===== config.mk =====
export PLATFORM = sky130hd
export DESIGN_NAME = truth_table_sweeper_flat
export DESIGN_NICKNAME = d
export VERILOG_FILES = /design/src/rtl/truth_table_sweeper_if.sv /design/src/rtl/truth_table_sweeper.sv /design/src/flat_wrapper.sv
export SDC_FILE = /design/constraint.sdc
export NUM_CORES = 1
export LEC_CHECK = 0
export BUFFER_PORTS_ARGS = -buffer_cell sky130_fd_sc_hd__buf_4
export CAP_MARGIN = 20
export CORE_MARGIN = 2
export CORE_UTILIZATION = 50
export CTS_CLUSTER_SIZE = 25
export DETAILED_ROUTE_END_ITERATION = 16
export PLACE_DENSITY_LB_ADDON = 0.25
export SYNTH_ARGS = -nofsm -noshare
export SYNTH_HDL_FRONTEND = slang
export SYNTH_SLANG_ARGS = --single-unit

===== constraint.sdc =====
create_clock -name clk -period 2.5 [get_ports clk]
set_clock_uncertainty 0.05 [all_clocks]
set_input_delay 0.25 -clock clk [delete_from_list [all_inputs] [get_ports clk]]
set_output_delay 0.25 -clock clk [all_outputs]
set_load 0.02 [all_outputs]

===== src/rtl/truth_table_sweeper_if.sv =====
// Bundle between the sweeper and its requester / cell under test.
// master drives start, expected and the cell output; slave is the sweeper itself.
interface truth_table_sweeper_if #(
  parameter int unsigned N_IN = 3
) ();
  localparam int unsigned TBL_W = 32'd1 << N_IN;

  logic              start;
  logic [TBL_W-1:0]  expected;
  logic [N_IN-1:0]   stim;
  logic              dut_y;
  logic              busy;
  logic              done;
  logic              pass;
  logic [TBL_W-1:0]  table_out;
  logic              fail_valid;
  logic [N_IN-1:0]   first_fail_idx;

  modport master (
    output start, expected, dut_y,
    input  stim, busy, done, pass, table_out, fail_valid, first_fail_idx
  );

  modport slave (
    input  start, expected, dut_y,
    output stim, busy, done, pass, table_out, fail_valid, first_fail_idx
  );
endinterface


===== src/rtl/truth_table_sweeper.sv =====
// Walks stim through all 2^N_IN vectors, samples the cell output SETTLE cycles
// after each update, and checks the captured truth table against a latched golden table.
module truth_table_sweeper #(
  parameter int unsigned N_IN   = 3,
  parameter int unsigned SETTLE = 1
) (
  input  logic                 clk,
  input  logic                 rst_n,
  truth_table_sweeper_if.slave bus
);
  localparam int unsigned TBL_W = 32'd1 << N_IN;
  localparam int unsigned CNT_W = 4;
  localparam logic [N_IN-1:0]  LAST_VEC   = N_IN'(TBL_W - 32'd1);
  localparam logic [CNT_W-1:0] SETTLE_CNT = CNT_W'(SETTLE);

  typedef enum logic {
    IDLE  = 1'b0,
    SWEEP = 1'b1
  } state_t;

  state_t            state;
  logic [N_IN-1:0]   stim_q;
  logic [CNT_W-1:0]  cnt_q;
  logic [TBL_W-1:0]  exp_q;
  logic [TBL_W-1:0]  table_q;
  logic              busy_q;
  logic              done_q;
  logic              pass_q;
  logic              fail_q;
  logic [N_IN-1:0]   ffi_q;

  logic              sample_c;
  logic [TBL_W-1:0]  table_c;
  logic [TBL_W-1:0]  diff_c;
  logic [N_IN-1:0]   ffi_c;

  // Table including this edge's sample, so the final verdict sees the last vector.
  always_comb begin
    sample_c = (state == SWEEP) && (cnt_q == CNT_W'(1));
    table_c  = table_q;
    if (sample_c) begin
      table_c[stim_q] = bus.dut_y;
    end
    diff_c = table_c ^ exp_q;
    ffi_c  = '0;
    for (int i = int'(TBL_W) - 1; i >= 0; i--) begin
      if (diff_c[i]) begin
        ffi_c = N_IN'(i);
      end
    end
  end

  always_ff @(posedge clk or negedge rst_n) begin
    if (!rst_n) begin
      state   <= IDLE;
      stim_q  <= '0;
      cnt_q   <= '0;
      exp_q   <= '0;
      table_q <= '0;
      busy_q  <= 1'b0;
      done_q  <= 1'b0;
      pass_q  <= 1'b0;
      fail_q  <= 1'b0;
      ffi_q   <= '0;
    end else begin
      done_q <= 1'b0;
      case (state)
        IDLE: begin
          if (bus.start) begin
            exp_q   <= bus.expected;
            stim_q  <= '0;
            cnt_q   <= SETTLE_CNT;
            table_q <= '0;
            busy_q  <= 1'b1;
            pass_q  <= 1'b0;
            fail_q  <= 1'b0;
            ffi_q   <= '0;
            state   <= SWEEP;
          end
        end
        SWEEP: begin
          table_q <= table_c;
          if (sample_c) begin
            if (stim_q != LAST_VEC) begin
              stim_q <= stim_q + 1'b1;
              cnt_q  <= SETTLE_CNT;
            end else begin
              state  <= IDLE;
              busy_q <= 1'b0;
              stim_q <= '0;
              cnt_q  <= '0;
              done_q <= 1'b1;
              pass_q <= (diff_c == '0);
              fail_q <= (diff_c != '0);
              ffi_q  <= ffi_c;
            end
          end else begin
            cnt_q <= cnt_q - 1'b1;
          end
        end
        default: state <= IDLE;
      endcase
    end
  end

  assign bus.stim           = stim_q;
  assign bus.busy           = busy_q;
  assign bus.done           = done_q;
  assign bus.pass           = pass_q;
  assign bus.fail_valid     = fail_q;
  assign bus.table_out      = table_q;
  assign bus.first_fail_idx = ffi_q;

endmodule


===== src/flat_wrapper.sv =====
// flat-port wrapper written by rule: the top's interface ports become plain ports
module truth_table_sweeper_flat 
#(
  parameter int unsigned N_IN   = 3,
  parameter int unsigned SETTLE = 1
)
  (clk, rst_n, bus_start, bus_expected, bus_dut_y, bus_stim, bus_busy, bus_done, bus_pass, bus_table_out, bus_fail_valid, bus_first_fail_idx);
  truth_table_sweeper_if #(.N_IN(N_IN)) bus_i ();
  input  logic clk;
  input  logic rst_n;
  input wire logic [$bits(bus_i.start)-1:0] bus_start;
  input wire logic [$bits(bus_i.expected)-1:0] bus_expected;
  input wire logic [$bits(bus_i.dut_y)-1:0] bus_dut_y;
  output wire logic [$bits(bus_i.stim)-1:0] bus_stim;
  output wire logic [$bits(bus_i.busy)-1:0] bus_busy;
  output wire logic [$bits(bus_i.done)-1:0] bus_done;
  output wire logic [$bits(bus_i.pass)-1:0] bus_pass;
  output wire logic [$bits(bus_i.table_out)-1:0] bus_table_out;
  output wire logic [$bits(bus_i.fail_valid)-1:0] bus_fail_valid;
  output wire logic [$bits(bus_i.first_fail_idx)-1:0] bus_first_fail_idx;
  assign bus_i.start = bus_start;
  assign bus_i.expected = bus_expected;
  assign bus_i.dut_y = bus_dut_y;
  assign bus_stim = bus_i.stim;
  assign bus_busy = bus_i.busy;
  assign bus_done = bus_i.done;
  assign bus_pass = bus_i.pass;
  assign bus_table_out = bus_i.table_out;
  assign bus_fail_valid = bus_i.fail_valid;
  assign bus_first_fail_idx = bus_i.first_fail_idx;
  truth_table_sweeper #(.N_IN(N_IN), .SETTLE(SETTLE)) u_core (.clk(clk), .rst_n(rst_n), .bus(bus_i));
endmodule

# == Word-level counts from Yosys, hierarchy flattened ==
# Cells that the tools add are included.
# word_totals
latchBits,0
ramBits,0
wordCells,71
output_inout_bits,18
memories,0
reg_bits,31
rom_bits,0
input_bits,12
# op_classes
bitwise_logic,2
shift,0
reduce_logical,7
add_sub_neg,2
magnitude_cmp,2
eq_ne,5
div_mod_pow,0
mux,43
mul,0
# op_table
cell,n
2-to-1 mux 3 bit,13
2-to-1 mux 1 bit,16
2-to-1 mux 8 bit,2
one-hot mux 8 bit (2 select lines),1
one-hot mux 3 bit (2 select lines),2
bitwise mux 8 bit,1
zero test 8 bit,1
2-to-1 mux 4 bit,2
one-hot mux 1 bit (2 select lines),4
one-hot mux 4 bit (2 select lines),1
nonzero test 8 bit,1
bitwise XOR 8 bit,1
"!= test 2 bit, second input constant",3
"equality test 4 x 1 -> 1 bit, second input constant",1
"< comparator 3 x 4 -> 1 bit, second input constant",1
AND reduction 2 bit,2
"subtractor 4 x 1 -> 4 bit, second input constant",1
"adder 3 x 1 -> 3 bit, second input constant",1
demux 1 bit (select 3 bit),1
">= comparator 3 x 1 -> 1 bit, second input constant",1
"!= test 3 bit, second input constant",1
AND reduction 3 bit,1
logical AND 1 bit,2
NOT 1 bit,1

# == Depth between registers and ports, before layout ==
# depth
word_depth,18
mapped_depth,9
ltp_nobuf,8

# == Least setup slack after synthesis ==
# Ideal clock, no wire load.
# synth_path
path_type,register -> register
start,register u_core.cnt_q[1]
end,"register u_core.ffi_q[0], in the netlist u_core.bus.first_fail_idx[0]"
stages_incl_launch_ff,10
slack_ns,0.395
arrival_ns,1.931
required_ns,2.326
path_buffers,1
synth_period_minus_slack_ns,2.105
cell_sequence,dfrtp_1 inv_1 ha_1 and4bb_2 buf_4 a22oi_1 nand3b_4 a2111oi_2 nor3_1 a211o_1
# synth_between
elab_chain_cells,15
word_cells_on_any_way,17
cone_classes,eq/ne: 2; mux: 12; bitwise: 1; reduce/logical: 2
# synth_rtl
element,line_no,rtl
start: declaration,truth_table_sweeper.sv:23,logic [CNT_W-1:0] cnt_q;
start signal: assignment,truth_table_sweeper.sv:98,cnt_q <= cnt_q - 1'b1;
equality test 4 x 1 -> 1 bit (*),truth_table_sweeper.sv:39,sample_c = (state == SWEEP) && (cnt_q == CNT_W'(1));
logical AND 1 bit (*),truth_table_sweeper.sv:39,
2-to-1 mux 8 bit,truth_table_sweeper.sv:41,if (sample_c) begin
bitwise XOR 8 bit,truth_table_sweeper.sv:44,diff_c = table_c ^ exp_q;
2-to-1 mux 3 bit (8 in series),truth_table_sweeper.sv:47,if (diff_c[i]) begin
2-to-1 mux 3 bit,truth_table_sweeper.sv:84,if (stim_q != LAST_VEC) begin
2-to-1 mux 3 bit,truth_table_sweeper.sv:83,if (sample_c) begin
one-hot mux 3 bit (2 select lines),truth_table_sweeper.sv:67,case (state)
end signal: assignment,truth_table_sweeper.sv:95,ffi_q <= ffi_c;
end: declaration,truth_table_sweeper.sv:30,logic [N_IN-1:0] ffi_q;
# Every way passes the cells marked *; elsewhere a longest branch is shown, timed or not. The select of a mux whose other input is x is not followed.
# A chain may end at the register's enable or synchronous reset.

# == Worst setup path in the final report ==
# layout_path
start,register u_core.cnt_q[1]
end,"register u_core.fail_q, in the netlist u_core.bus.fail_valid"
# layout_between
elab_chain_cells,8
word_cells_on_any_way,10
cone_classes,eq/ne: 2; mux: 4; bitwise: 1; reduce/logical: 3
# layout_rtl
element,line_no,rtl
equality test 4 x 1 -> 1 bit (*),truth_table_sweeper.sv:39,
logical AND 1 bit (*),truth_table_sweeper.sv:39,
2-to-1 mux 8 bit,truth_table_sweeper.sv:41,
bitwise XOR 8 bit,truth_table_sweeper.sv:44,
nonzero test 8 bit,truth_table_sweeper.sv:94,fail_q <= (diff_c != '0);
2-to-1 mux 1 bit,truth_table_sweeper.sv:84,
2-to-1 mux 1 bit,truth_table_sweeper.sv:83,
one-hot mux 1 bit (2 select lines),truth_table_sweeper.sv:67,
end signal: assignment,truth_table_sweeper.sv:94,
end: declaration,truth_table_sweeper.sv:29,logic fail_q;
# Marked as above.

==> results_dict.tcl <==
set metrics [dict create \
    initial_utilization_pct 51.2 \
    syn_to_final_growth_pct 20.2 \
    ys_top_cells_by_count "nand2_1, dfrtp_1, inv_1" \
    synth_top_area_share_pct 42.0 \
    ff2ff_setup_slack_ps 180 \
    highest_layer "met4" \
    ys_ff_latch 31 \
    drt-met1-wl_mm 2.14 \
    r2r_end "u_core.bus.fail_valid" \
    ios 30 \
    grtUsageTotal_pct 22.9 \
    ys.flop_type "dfrtp_1" \
    stdcell_count 291 \
    grt_pass1_vias 1445 \
    syn_nets 225 \
    cts_setup_buffers 0 \
    synth_most_common_cell "nand2_1" \
    criticalPathCategory "reg -> reg" \
    grt_antenna_before_repair 0 \
    routed_wl_mm 4.32 \
    fp.dieArea_um2 4190 \
    clk_latency_ps 280 \
    tritoncts "yes" \
    viasPerCell 5.45 \
    clock_sinks 31 \
    drcViolationCount 0 \
    drive_above_1_share_pct 21.8 \
    clkTransAtPathRegs_ps 60 \
    hold_path_end "u_core.exp_q[7]" \
    netlist_area_um2 1850 \
    fp.dieW_um 64.8 \
    ir_worst_vdd_mv 0.539 \
    hold_path.class "in -> reg" \
    dpl.cell_count 284 \
    yosysSeqAreaShare_pct 42.0 \
    synthDistinctLibCells 48 \
    fin_crit_ps 2320 \
    cp_slowest_cell "or4_4" \
    std_cell_rows 22 \
    clock-root-buffer "clkbuf_8" \
    powerDensity_nw_per_um2 1170 \
    setup_violations 0 \
    reg2reg_from "u_core.cnt_q[1]" \
    slowest_delay_ps 530 \
    power_uw 2600 \
    met2RoutedLength_mm 1.92 \
    p_leak_uw 0.00107 \
    met3_length_um 201 \
    syn_avg_cell_area_um2 8.83 \
    crit_family "simple AND/OR/NAND/NOR gates" \
    fmax_ghz 0.430 \
    synthArstFlopShare_pct 100 \
    hp-start "bus_expected[7]" \
    cts_buffers 5 \
    crit_path_cell_trace "inv_1 -> ha_1 -> nand4bb_4 -> or4_4 -> a21oi_2 -> o21bai_2 -> nor4_2 -> nor2_1" \
    clockBufferDepth 2 \
    hold_depth 3 \
    nNetsFinal 260 \
    slew_violations 0 \
    vias 1585 \
    critPathMaxFanout 8 \
    detail-route-antenna-nets 0 \
    hold_violations 0 \
    critPathBufInv 1 \
    status "complete, no violations" \
    die_h_um 64.8 \
    fin_crit_sh_pct 93.0 \
    worstMarginPinSlew_ps 535 \
    hpwl_mm 3.10 \
    post-route-util_pct 61.5 \
    crit_required_ps 2600 \
    grt_pass1_wl_mm 7.18 \
    synth_edf_count 0 \
    htree_levels 2 \
    synth.top_cells.by_area "dfrtp_1, nand2_1, nand2b_1" \
    arrival_ps 2430 \
    maxCapViolCount 0 \
    antennaDiodeCount 0 \
    yosys_warnings 0 \
    first_pass_iters 4 \
    tns_ps 0 \
    dr.first_iter.drc_count 90 \
    r2r_cells 8 \
    grt_overflow 0 \
    detail_route.wl_per_cell_um 14.8 \
    rsz0062_at_grt "no" \
    endpoint_kind "flop" \
    place.gp.congestion 0.806 \
    syn_inst 209 \
    synth_top_cell_by_area "dfrtp_1" \
    core_region_area_um2 3610 \
    grt_max_degree 32 \
    relSlewSlack_pct 64.3 \
    cp-start-kind "flop" \
    place.port_buffers 29 \
]
==> area by class of cell <==
class	instances	area, um^2
Fill cell	339	1390
Inverter	13	48.8
Clock buffer	6	72.6
Tap cell	48	60.1
Multi-Input combinational cell	154	966
Sequential cell	31	776
Timing Repair Buffer	39	295
==> state kept, by name (all words and copies together) (netlist names) <==
| name | flops |
|---|---|
| u_core.bus.done | 1 |
| u_core.bus.table_out | 8 |
| u_core.bus.fail_valid | 1 |
| u_core.bus.stim | 3 |
| u_core.exp_q | 8 |
| u_core.cnt_q | 4 |
| u_core.bus.first_fail_idx | 3 |
| u_core.state | 1 |
| u_core.bus.busy | 1 |
| u_core.bus.pass | 1 |
==> metal layers <==
| layer | up-vias | global-route usage (%) |
|---|---|---|
| met5 | - | 0 |
| met4 | 0 | 8.51 |
| met3 | 4 | 5.73 |
| met2 | 42 | 33.0 |
| met1 | 747 | 33.2 |
| li1 | 792 | - |
==> logic make-up after synthesis <==
family / count (synthesis) / synth area share (%)
mux: 3 / 1.63
xor+xnor: 2 / 0.949
compound gates: 45 / 17.2
fa+ha+maj: 4 / 2.71
buf+inv: 24 / 5.69
simple gates: 100 / 29.8
flops: 31 / 42.0
==> report_power, final <==
group	total (uW)	internal, uW	switching [uW]	leakage, uW
clock network	355	185	170	0.0000371
logic	1350	611	734	0.000642
registers	897	705	192	0.000391
total	2600	1500	1100	0.00107
==> metrics by stage <==
step / setup WS [ps] / area, um^2 / hold slack (ps)
floorplan: 395 / 1850 / -95.6
detailed placement: 195 / 2130 / 163
global route: 44.4 / 2220 / 115
CTS: 186 / 2220 / 102
finish: 176 / 2220 / 106
global placement: 269 / 2130 / 158
==> worst reg2reg max path, delay by kind of cell (launching register included) <==
kind,cells,cell delay [ps]
AND/OR/NAND/NOR,4,1140
flip-flops,1,390
AO/OA/AOI/OAI,2,310
adder cells (fa/ha/maj),1,230
buffers and inverters,1,90
==> repair_timing <==
action,4_1_cts,5_1_grt
hold buffers,1,0
gates resized for setup,0,1
endpoints found under the setup margin,0,1
hold endpoints to repair,31,0
==> worst max path at each step <==
| stage | startpoint | to | slack (ps) | cells past startpoint |
|---|---|---|---|---|
| after floorplan | u_core.cnt_q[1] | u_core.bus.first_fail_idx[0] | 390 | 9 |
| after global placement | u_core.cnt_q[1] | u_core.bus.fail_valid | 270 | 8 |
| after detailed placement | u_core.cnt_q[1] | u_core.bus.fail_valid | 200 | 8 |
| after CTS | u_core.cnt_q[1] | u_core.bus.fail_valid | 190 | 8 |
| after global routing | u_core.cnt_q[1] | u_core.bus.first_fail_idx[0] | 40 | 8 |
| final | u_core.cnt_q[1] | u_core.bus.fail_valid | 180 | 8 |
==> cell usage in the layout (no fill, tap or decap), drive strengths merged, types with 2 or more instances in the layout <==
| cell type | n |
|---|---|
| and3 | 2 |
| buf | 38 |
| dfrtp | 31 |
| nand3 | 9 |
| a211o | 2 |
| nand2b | 12 |
| nand2 | 39 |
| nand3b | 2 |
| nor4 | 2 |
| o22ai | 8 |
| xnor2 | 2 |
| nor3 | 4 |
| a2111oi | 2 |
| clkbuf | 6 |
| ha | 4 |
| mux2i | 3 |
| nor2b | 10 |
| nand4b | 2 |
| a21oi | 9 |
| o21ai | 8 |
| nor2 | 10 |
| inv | 13 |
| o31ai | 4 |
Power figures use the tool's default switching activity.
